--- config.mk ---
export PLATFORM = sky130hd
export DESIGN_NAME = uop_dispatch
export DESIGN_NICKNAME = d
export VERILOG_FILES = /design/src/rtl/uop_dispatch.sv
export SDC_FILE = /design/constraint.sdc
export NUM_CORES = 1
export LEC_CHECK = 0
export CORE_MARGIN = 10
export CORE_UTILIZATION = 47
export CTS_CLUSTER_DIAMETER = 120
export CTS_CLUSTER_SIZE = 28
export DETAILED_ROUTE_END_ITERATION = 8
export PLACE_DENSITY = 0.76
export RECOVER_POWER = 50
export SYNTH_ARGS = -nofsm -noshare
export SYNTH_HDL_FRONTEND = slang
export SYNTH_SLANG_ARGS = --single-unit
--- constraint.sdc ---
create_clock -name clk -period 2.9 [get_ports clk]
set_input_delay 0.435 -clock clk [delete_from_list [all_inputs] [get_ports clk]]
set_output_delay 0.435 -clock clk [all_outputs]
set_load 0.01 [all_outputs]
--- src/rtl/uop_dispatch.sv ---
// uop_dispatch: DEPTH-entry uop FIFO feeding a single non-pipelined execution unit with per-uop occupancy.
// Optional same-cycle IDLE bypass from prev_valid/in_uop to out_valid/out_uop when UOP_DISPATCH_BYPASS_EN is defined.
module uop_dispatch #(
    parameter int UOP_W = 32,
    parameter int DEPTH = 4,
    parameter int LAT_W = 6
) (
    input  logic             clk,
    input  logic             reset,
    input  logic             clear,
    input  logic             enabled,
    input  logic             prev_valid,
    input  logic [UOP_W-1:0] in_uop,
    input  logic [LAT_W-1:0] in_lat,
    output logic             stalled,
    output logic             out_valid,
    output logic [UOP_W-1:0] out_uop,
    input  logic             out_ready,
    output logic             busy
);
    localparam int AW = $clog2(DEPTH);

    typedef enum logic [1:0] {IDLE, READY, BUSY} state_t;

    state_t           state, state_nx;
    logic [UOP_W-1:0] mem_uop [DEPTH];
    logic [LAT_W-1:0] mem_lat [DEPTH];
    logic [AW-1:0]    rd_ptr, wr_ptr;
    logic [AW:0]      count, count_nx;
    logic [LAT_W-1:0] busy_cnt, pop_lat;
    logic             push, pop, byp, byp_take, wr;

    assign stalled  = (count == (AW+1)'(DEPTH)) || !enabled;
    assign push     = prev_valid && !stalled;
    assign pop      = (state == READY) && enabled && out_ready;
`ifdef UOP_DISPATCH_BYPASS_EN
    assign byp      = (state == IDLE) && (count == '0) && push;
`else
    assign byp      = 1'b0;
`endif
    assign byp_take = byp && out_ready;
    assign wr       = push && !byp_take;
    assign count_nx = count + {{AW{1'b0}}, wr} - {{AW{1'b0}}, pop};
    assign pop_lat  = mem_lat[rd_ptr];
    assign busy     = busy_cnt != '0;

    always_ff @(posedge clk) begin
        if (reset || clear) begin
            state    <= IDLE;
            count    <= '0;
            rd_ptr   <= '0;
            wr_ptr   <= '0;
            busy_cnt <= '0;
        end else if (enabled) begin
            state    <= state_nx;
            count    <= count_nx;
            wr_ptr   <= wr ? wr_ptr + AW'(1) : wr_ptr;
            rd_ptr   <= pop ? rd_ptr + AW'(1) : rd_ptr;
            busy_cnt <= pop ? pop_lat : byp_take ? in_lat : busy ? busy_cnt - LAT_W'(1) : '0;
        end
    end

    always_ff @(posedge clk) begin
        if (wr && !reset && !clear) begin
            mem_uop[wr_ptr] <= in_uop;
            mem_lat[wr_ptr] <= in_lat;
        end
    end

    // BUSY releases while busy_cnt is 2 so the unit is READY during the final busy cycle
    always_comb begin
        state_nx = state;
        case (state)
            IDLE:    state_nx = byp_take ? (in_lat > LAT_W'(1) ? BUSY : IDLE) : (wr ? READY : IDLE);
            READY:   state_nx = !pop ? READY : pop_lat > LAT_W'(1) ? BUSY : count_nx != '0 ? READY : IDLE;
            BUSY:    state_nx = busy_cnt > LAT_W'(2) ? BUSY : count_nx != '0 ? READY : IDLE;
            default: state_nx = IDLE;
        endcase
    end

    always_comb begin
        out_valid = (state == READY) && enabled;
        out_uop   = out_valid ? mem_uop[rd_ptr] : '0;
        if (byp) begin
            out_valid = 1'b1;
            out_uop   = in_uop;
        end
    end
endmodule

# Word-level counts from Yosys, hierarchy flattened
# Memories as Yosys holds them, arrays and structs flattened. A register that Yosys moved wholly into a read port is not among the register bits.
# Cells that the tools add are included.
[word_totals]
ramBits = 152
mem_count = 2
latchBits = 0
rom_bits = 0
reg_bits = 15
inputBits = 44
[memory_table]
columns = ["name", "depth", "width", "rd", "rd_ports_with_merged_regs", "write_ports", "line_no", "text"]
rows = [
  ["mem_uop", 4, 32, 1, 1, 1, "26", "logic [UOP_W-1:0] mem_uop [DEPTH];"],
  ["mem_lat", 4, 6, 1, 1, 1, "27", "logic [LAT_W-1:0] mem_lat [DEPTH];"],
]
[op_classes]
add_sub_neg = 5
magnitude_cmp = 2
n_div = 0
bitwise_logic = 0
reduce_logical = 16
muxes = 15
multipliers = 0
n_shift = 0
n_eq_ne = 3
[op_table]
columns = ["operator", "count"]
rows = [
  ["$mux W32", 1],
  ["$mux W2", 7],
  ["$mux W6", 2],
  ["$gt A6 B1 Y1 const B", 1],
  ["$gt A6 B2 Y1 const B", 1],
  ["$pmux W2 S3", 1],
  ["$reduce_bool A6 Y1", 1],
  ["$sub A6 B1 Y6 const B", 1],
  ["$logic_and A1 B1 Y1", 5],
  ["$add A2 B1 Y2 const B", 2],
  ["$logic_not A1 Y1", 4],
  ["$mux W1", 4],
  ["$reduce_and A2 Y1", 2],
  ["$add A3 B1 Y3", 1],
  ["$eq A3 B3 Y1 const B", 1],
  ["$reduce_bool A3 Y1", 1],
  ["$sub A3 B1 Y3", 1],
  ["$eq A2 B1 Y1 const B", 1],
  ["$eq A2 B2 Y1 const B", 1],
  ["$logic_not A2 Y1", 1],
  ["$logic_or A1 B1 Y1", 2],
]

# Logic depth before layout (Yosys ltp)
# Gate-level depths: netlist (run 1).
[logic_depth]
word_depth = 11
mapped_depth = 13
depth_no_buf = 12

# Worst setup path after synthesis (run 1)
# No wires, ideal clock.
[synth_path]
kind = "reg2reg"
start = "register count[1]"
end = "register state[0]"
arrival_ns = 2.441
path_stages_with_launch = 14
setup_time_ns = 0.126
setup_slack_ns = 0.333
period_less_slack_ns = 2.567
cell_sequence = "dfxtp_1 -> or3b_1 -> and3_1 -> clkbuf_1 -> inv_1 -> ha_1 -> inv_1 -> ha_1 -> inv_1 -> fa_1 -> nor2b_1 -> nand2_1 -> a2bb2oi_1 -> o211ai_1"
[synth_via]
elab_chain_len = 11
[synth_rtl]
columns = ["item", "line_no", "text"]
rows = [
  ["from (decl)", "29", "logic [AW:0] count, count_nx;"],
  ["from (signal assigned)", "56", "count <= count_nx;"],
  ["$eq A3 B3 Y1", "33", "assign stalled = (count == (AW+1)'(DEPTH)) || !enabled;"],
  ["$logic_or A1 B1 Y1", "33", ""],
  ["$logic_not A1 Y1", "34", "assign push = prev_valid && !stalled;"],
  ["$logic_and A1 B1 Y1", "34", ""],
  ["$add A3 B1 Y3", "43", "assign count_nx = count + {{AW{1'b0}}, wr} - {{AW{1'b0}}, pop};"],
  ["$sub A3 B1 Y3", "43", ""],
  ["$reduce_bool A3 Y1", "75, 76", ""],
  ["$mux W1", "75, 76", ""],
  ["$mux W2 (2 in series)", "75", "READY: state_nx = !pop ? READY : pop_lat > LAT_W'(1) ? BUSY : count_nx != '0 ? READY : IDLE;"],
  ["$pmux W2 S3 (*)", "73", "case (state)"],
  ["to (signal assigned)", "55", "state <= state_nx;"],
  ["to (decl)", "25", "state_t state, state_nx;"],
]
# Every way passes the cells marked *; elsewhere a longest branch is shown, timed or not.
# A chain may end at the register's enable or synchronous reset.

# Final worst setup path (run 1)
[layout_path]
start = "input port enabled"
end = "output port out_uop[9]"
[layout_via]
elab_chain_len = 2
[layout_rtl]
columns = ["item", "line_no", "text"]
rows = [
  ["from (decl)", "11", "input logic enabled,"],
  ["$logic_and A1 B1 Y1", "82", "out_valid = (state == READY) && enabled;"],
  ["$mux W32", "83", "out_uop = out_valid ? mem_uop[rd_ptr] : '0;"],
  ["to (decl)", "17", "output logic [UOP_W-1:0] out_uop,"],
]
# No other way between the ends.

==> impl_metrics.ini, run 1 <==
[cts]
cts_sinks = 169
cts_buffers = 17
root_buffer = clkbuf_16
cts_tree = done
clockBufferDepth = 2
clk_pin_slew_ns = 0.06
htreeDepth = 4
clock_latency_ns = 0.42

[outcome]
status = finished clean

[sta]
hold_viol = 0
timing.setup.tns_ns = 0
clock_skew_ns = 0.00720
drv_slew = 0
layout_setup_ws_ns = 0.130
worst_pin_slew_ns = 0.592
relSlewSlack = 0.605
period_share = 0.955
finalSetupViolations = 0
rsz0062_at_grt = false
fmax_mhz = 361
period_minus_slack_ns = 2.77

[synth]
ys_ff_latch = 169
syn_area_um2 = 6810
ys_types = 47
ys_warn_count = 0
yosysSeqAreaShare = 0.721
synthFlopType = edfxtp_1
syn_nets = 417
synth-async-reset-ratio = 0
synth.avg_cell_area_um2 = 18.7
synth_edf_count = 152
synthCells = 364

[power]
power_density_nw_per_um2 = 613
power_leakage_nw = 2.75
peakVddDrop_v = 0.000525

[place]
io_buffers = 78
dp_hpwl_mm = 8.20
place_congestion = 0.852
dpl_worst_slack_ns = 0.102

[floorplanning]
die_w_um = 140
dieArea_um2 = 19700
rows = 43
die_h_um = 140
pin_count = 79
core_area_um2 = 14000
start_util = 0.485

[job]
max-cap-violations = 0

[worst_setup_path]
crit_arrival_ns = 2.33
required_ns = 2.47
cp_max_fo = 28
start_kind = primary input
path_class = primary input to output port
end_kind = output port

[final_layout]
n_antenna_cell = 0
final_nets = 513
fillers = 1004
drive_gt1_frac = 0.182
regArea_um2 = 4910
multi_input_area_um2 = 1770
syn_to_final_growth_pct = 25.6

[detailed_routing]
drc = 0
ant_nets = 0
drt_pass1_iterations = 4
drt-total-wl_mm = 13.2
routed-via-count = 3551
vias_per_cell = 5.45
drt_iter0_markers = 265
routedWlPerCell_um = 20.2

[global_routing]
grt_pass1_wl_mm = 21.1
grt_use_total = 0.137
grt_remaining_overflow = 0
grt_max_degree = 34
grt_pass1_vias = 3852
antenna_found_initial = 0

[worst_hold_path]
hp-class = register to register
[placed cells by master (no fill, tap or decap), types with 2 or more instances in the layout]
cell type        instances
edfxtp_1               152
clkdlybuf4s50_1         40
or2_2                    2
mux4_2                  37
dlygate4sd3_1           38
a21oi_1                  5
and2_1                   2
buf_4                    6
and3_1                   5
nor3_1                   2
dfxtp_1                 15
nand2_1                  7
buf_12                   7
nand3_1                  4
a211oi_1                 5
bufinv_16                5
ha_1                     8
clkinv_1                 4
nor2_1                  16
clkbuf_1                 2
nor4_1                   2
nand2b_1                 3
clkinvlp_4               3
clkinv_4                 2
o211ai_1                 2
o21ai_0                  2
xnor2_1                  4
inv_1                   11
clkbuf_16               17
o21ai_1                  3
nor2b_1                 34
mux2i_1                  2
a2bb2oi_1                3
[worst max-delay path, stage by stage]
cell,delay (ns)
clkdlybuf4s50_1,0.54
inv_1,0.08
or2_2,0.34
buf_12,0.17
nor2b_1,0.19
clkdlybuf4s50_1,0.57
[worst paths after layout]
path / startpoint / end / slack [ns] / cells after the start
setup / recovery: enabled / out_uop[9] / 0.13 / 6
hold / removal: rd_ptr[1] / register / 0.53 / 2
setup reg to reg: count[1] / state[0] / 0.32 / 12
hold reg to reg: rd_ptr[1] / register / 0.53 / 2
[cell families (layout without fill, tap and decap cells)]
kind of cell,Yosys count,in the layout,share of synthesized area
xor+xnor,6,6,0.00974
buf+inv,27,135,0.0197
mux,40,40,0.129
flops,169,169,0.721
simple gates,87,87,0.0768
fa+ha+maj,9,9,0.0176
compound gates,26,26,0.0263
[per-layer routing]
metal,part of all wire,GRT usage
met5,0,0
met4,0.010,0.0429
met3,0.061,0.0524
met2,0.50,0.220
met1,0.43,0.168
[synth_stat cells, types with 2 or more instances]
master	number	area, um2
edfxtp_1	152	4560
mux4_2	37	833
nor2b_1	34	213
dfxtp_1	17	340
nor2_1	16	60.1
inv_1	11	41.3
ha_1	8	100
nand2_1	7	26.3
a211oi_1	5	37.5
a21oi_1	5	25.0
and3_1	5	31.3
buf_2	5	25.0
buf_4	5	37.5
clkbuf_1	5	18.8
nand3_1	4	20.0
xnor2_1	4	35.0
a2bb2oi_1	3	26.3
nand2b_1	3	18.8
o21ai_1	3	15.0
and2_1	2	12.5
mux2i_1	2	20.0
nor3_1	2	10.0
nor4_1	2	12.5
o211ai_1	2	15.0
o21ai_0	2	10.0
or2_2	2	12.5
[registers in the layout (all words and copies together) (netlist names), named ones only]
signal,cells
busy_cnt,6
count,3
mem_lat,24
mem_uop,128
rd_ptr,2
state,2
wr_ptr,2
[where the power goes]
group	total (mW)	internal [mW]	switching, mW
combinational	0.186	0.0984	0.0876
sequential	2.68	2.67	0.00917
clock	2.38	1.51	0.870
[area by class of cell]
cell class / instances / area share
inverters: 11 / 0.00483
clock buffers: 17 / 0.0498
flip-flops and latches: 169 / 0.574
multi-input cells: 168 / 0.207
repair buffers: 93 / 0.114
well taps: 180 / 0.0263
clock inverters: 14 / 0.0240
[per-stage QoR]
step           instances  cell area (um2)   util  total power [mW]  hold slack (ns)
6_report             652             8550  0.609              5.24            0.525
5_1_grt              652             8550  0.609              5.41            0.553
4_1_cts              652             8560  0.609              5.30            0.532
3_5_place_dp         621             7930  0.565              2.93            0.517
3_3_place_gp         621             7930  0.565              2.92            0.507
2_1_floorplan        364             6810      -              2.81            0.483
[timing repair]
item	4_1_cts	5_1_grt
buffers inserted	0	0
hold buffers	0	0
setup endpoints to repair	0	11
gates resized for setup	0	1
No activity file was read; power rests on OpenSTA's default activity.
==> run 2: changes to the inputs <==
Settings changed: PLACE_DENSITY 0.76 to 0.78.
Clock period 2.9 ns to 2.4 ns, I/O delays scaled along.
==> impl_metrics.ini, run 2 (synthesis gave the netlist of run 1 again) <==
[outcome]
status = finished with violations
violations = setup timing

[worst_setup_path]
path_class = register to register
ff2ff_setup_slack_ns = -0.16
start_kind = register
cpPeakStageDelay_ns = 0.56
cp_max_fo = 2
required_ns = 2.70
end_kind = register
crit_arrival_ns = 2.87
cp_slowest_cell = fa_2
path_cells = or3b_4 > and3_4 > inv_2 > ha_4 > inv_4 > ha_4 > inv_2 > fa_2 > nor2b_4 > nand2_1 > a2bb2oi_2 > o211ai_1

[final_layout]
final_common_cell = edfxtp_1
drive_gt1_frac = 0.285
fillers = 1000
syn_to_final_growth_pct = 28.4
regArea_um2 = 4920
largestRegisters = mem_uop: 128 flops, mem_lat: 24 flops, busy_cnt: 6 flops
final_util = 0.622
regMostFlops = mem_uop
largest_reg_flops = 128
final_nets = 534
multi_input_area_um2 = 1830
layout_common_cells = 152 x edfxtp_1, 38 x dlygate4sd3_1, 37 x mux4_2, 33 x nor2b_1, 20 x buf_4
n_antenna_cell = 0

[sta]
period_minus_slack_ns = 2.56
period_share = 1.07
fmax_mhz = 390
clock_skew_ns = 0.00855
drv_slew = 0
hold_viol = 0
layout_setup_ws_ns = -0.161
worst_pin_slew_ns = 0.654
relSlewSlack = 0.564
rsz0062_at_grt = true
finalSetupViolations = 1
timing.setup.tns_ns = -0.161

[detailed_routing]
ant_nets = 0
vias_per_cell = 5.49
routed-via-count = 3700
drt_pass1_iterations = 4
drt-total-wl_mm = 14.2
routedWlPerCell_um = 21.1
drt_iter0_markers = 293
drc = 0

[floorplanning]
start_util = 0.485
rows = 43
die_w_um = 140
pin_count = 79
die_h_um = 140
core_area_um2 = 14000
dieArea_um2 = 19700

[global_routing]
antenna_found_initial = 0
grt_use_total = 0.144
grt_pass1_vias = 4036
grt_remaining_overflow = 0
grt_max_degree = 28
grt_pass1_wl_mm = 22.0

[cts]
cts_buffers = 17
cts_tree = done
cts_sinks = 169
clock_latency_ns = 0.42
root_buffer = clkbuf_16
htreeDepth = 4
clockBufferDepth = 2
clk_pin_slew_ns = 0.07

[place]
io_buffers = 78
dpl_worst_slack_ns = -0.422
dp_hpwl_mm = 8.83
place_congestion = 0.777

[power]
power_density_nw_per_um2 = 702
power_mw = 6.13
power_leakage_nw = 2.97
peakVddDrop_v = 0.000498

[job]
max-cap-violations = 0

[worst_hold_path]
hp-class = register to register
-- run 2: per-layer routing --
metal / track usage / vias up / part of all wire
li1: - / 1674 / -
met3: 0.0426 / 20 / 0.053
met1: 0.170 / 1888 / 0.42
met4: 0.0609 / 0 / 0.019
met2: 0.240 / 118 / 0.51
met5: 0 / - / 0
-- run 2: per-stage QoR --
stage               hold slack, ns  area (um2)  instances
floorplan                    0.459        6810        364
global placement             0.515        8020        631
detailed placement           0.523        8020        631
CTS                          0.510        8700        670
global route                 0.544        8740        674
finish                       0.530        8740        674
-- run 2: final timing paths --
check                      to         from  depth (start not counted)
setup / recovery     state[0]     count[1]                         12
hold / removal    busy_cnt[5]  busy_cnt[5]                          2
setup reg to reg     state[0]     count[1]                         12
hold reg to reg   busy_cnt[5]  busy_cnt[5]                          2
-- run 2: area by class of cell --
class / instances / share of cell area
clock buffers: 18 / 0.0491
clock inverters: 14 / 0.0169
inverters: 11 / 0.00501
multi-input cells: 168 / 0.210
flip-flops and latches: 169 / 0.563
well taps: 180 / 0.0258
repair buffers: 114 / 0.131
-- run 2: what timing repair did --
action                                  4_1_cts  5_1_grt
gates cloned                                  1        1
pin swaps                                     0        6
endpoints found under the setup margin       36       22
setup buffers                                 6        3
hold buffers                                  0        0
resized for setup                            59       26
-- run 2: critical path: cells and delay by family (launching register included) --
family / cells / cell delay (ns)
AO/OA/AOI/OAI: 2 / 0.25
adder cells (fa/ha/maj): 3 / 0.88
buffers and inverters: 3 / 0.15
flip-flops: 1 / 0.33
AND/OR/NAND/NOR: 4 / 0.84
-- run 2: power breakdown --
part | internal (mW) | switching, mW | total (mW)
Clock | 1.54 | 1.12 | 2.65
Sequential | 3.22 | 0.0104 | 3.23
Combinational | 0.133 | 0.118 | 0.251
Total | 4.89 | 1.24 | 6.13
==> run 3: changes to the inputs <==
Settings changed: CTS_CLUSTER_DIAMETER 120 to 100, REMOVE_ABC_BUFFERS set to 1.
==> impl_metrics.ini, run 3 (synthesis gave the netlist of run 1 again) <==
[outcome]
status = finished with violations
violations = setup timing

[worst_setup_path]
required_ns = 2.70
path_class = register to register
cpPeakStageDelay_ns = 0.53
cp_slowest_cell = fa_2
start_kind = register
crit_family = adder cells
end_kind = register
cp_max_fo = 2
ff2ff_setup_slack_ns = -0.09
path_cells = or3b_1 > and3_4 > inv_1 > ha_1 > inv_1 > ha_1 > inv_1 > fa_2 > nor2b_4 > nand2_2 > a2bb2oi_2 > o211ai_1
critPathBufInv = 3
cpMostUsedCell = inv_1
crit_arrival_ns = 2.78

[place]
placed_cell_area_um2 = 8030
dp_hpwl_mm = 8.65
io_buffers = 78
place_congestion = 0.857

[floorplanning]
start_util = 0.485
core_area_um2 = 14000
die_h_um = 140
dieArea_um2 = 19700
die_w_um = 140
rows = 43
pin_count = 79

[sta]
fmax_mhz = 402
layout_setup_ws_ns = -0.0868
timing.setup.tns_ns = -0.0868
finalSetupViolations = 1
hold_viol = 0
clock_skew_ns = 0.00528
hold-worst-slack_ns = 0.535
relSlewSlack = 0.554
period_share = 1.04
period_minus_slack_ns = 2.49
worst_pin_slew_ns = 0.669
rsz0062_at_grt = true
drv_slew = 0

[global_routing]
grt_pass1_vias = 3982
grt_max_degree = 30
grt_remaining_overflow = 0
grt_pass1_wl_mm = 22.2
grt_use_total = 0.146
antenna_found_initial = 1

[power]
p_comb_frac = 0.040
peakVddDrop_v = 0.000593
switchingPower_mw = 1.23
power_leakage_nw = 2.99
p_int_mw = 4.99
seqPwrFrac = 0.520
power_density_nw_per_um2 = 711
sw_frac_of_total = 0.197
clkPwrFrac = 0.441

[cts]
clk_pin_slew_ns = 0.06
clockBufferDepth = 2
cts_tree = done
root_buffer = clkbuf_16
cts_sinks = 169
cts_buffers = 17
clock_latency_ns = 0.42
cts.hold.buffers_added = 0
htreeDepth = 4

[final_layout]
stdcell_area_um2 = 8740
n_antenna_cell = 0
drive_gt1_frac = 0.270
fillers = 1010
final_nets = 537
final_common_cell = edfxtp_1
syn_to_final_growth_pct = 28.5
regMostFlops = mem_uop
largestRegisters = mem_uop: 128 flops, mem_lat: 24 flops, busy_cnt: 6 flops
final_util = 0.623
largest_reg_flops = 128
layout_common_cells = 152 x edfxtp_1, 38 x dlygate4sd3_1, 37 x mux4_2, 33 x nor2b_1, 20 x buf_4

[detailed_routing]
drt_pass1_iterations = 4
routedWlPerCell_um = 20.7
drt_iter0_markers = 237
vias_per_cell = 5.47
drt-total-wl_mm = 14.0
ant_nets = 0
drc = 0
routed-via-count = 3700

[worst_hold_path]
hp-class = register to register

[job]
max-cap-violations = 0
run 3: changes by cell type in the layout (fill, tap and decap cells not counted), sizes merged:
| cell | change |
|---|---|
| bufinv | +1 |
| clkbuf | +7 |
| clkdlybuf4s15 | +3 |
| clkinvlp | -1 |
| dlygate4sd2 | -9 |
| dlymetal6s2s | +2 |
run 3: worst reg2reg max path: cells and delay by family, from the launching register on:
| family | cells | cell delay (ns) |
|---|---|---|
| simple gates | 4 | 0.79 |
| flops | 1 | 0.31 |
| compound gates | 2 | 0.23 |
| fa+ha+maj | 3 | 0.88 |
| buf+inv | 3 | 0.16 |
run 3: repair_timing:
action / in CTS / in global routing
gates resized for setup: 52 / 37
pin swaps: 0 / 3
setup buffers: 7 / 4
cloned: 1 / 1
endpoints found under the setup margin: 35 / 20
run 3: power by group through the flow:
stage,clock [mW],sequential [mW],combinational (mW)
after floorplan,0,3.30,0.0906
after global placement,0,3.29,0.238
after detailed placement,0,3.29,0.247
after CTS,2.79,3.23,0.256
after global routing,2.93,3.23,0.268
final,2.74,3.23,0.247
run 3: path summary, 6_finish.rpt:
check,depth (start not counted),end,from
min reg2reg,2,busy_cnt[5],busy_cnt[5]
max reg2reg,12,state[0],count[1]
max,12,state[0],count[1]
min,2,busy_cnt[5],busy_cnt[5]
run 3: routing by layer:
layer / vias up / wire, um / GRT usage
met5: - / 7 / 0
met4: 2 / 117 / 0.0462
met3: 15 / 879 / 0.0483
met2: 127 / 6830 / 0.225
met1: 1880 / 6180 / 0.191
li1: 1676 / - / -
run 3: final cells by class:
type / instances / area (um2) / area share
sequential: 169 / 4910 / 0.562
multi-input combinational: 168 / 1810 / 0.207
clock inverter: 14 / 170 / 0.0195
clock buffer: 18 / 429 / 0.0491
tap: 180 / 225 / 0.0258
inverter: 11 / 41.3 / 0.00472
timing repair buffer: 117 / 1160 / 0.132
run 3: metrics by stage:
stage	power [mW]	worst slack, ns	instances
3_3_place_gp	3.53	-0.335	632
5_1_grt	6.43	-0.152	677
4_1_cts	6.27	-0.117	672
6_report	6.22	-0.0868	677
3_5_place_dp	3.54	-0.436	632
2_1_floorplan	3.39	-0.496	348
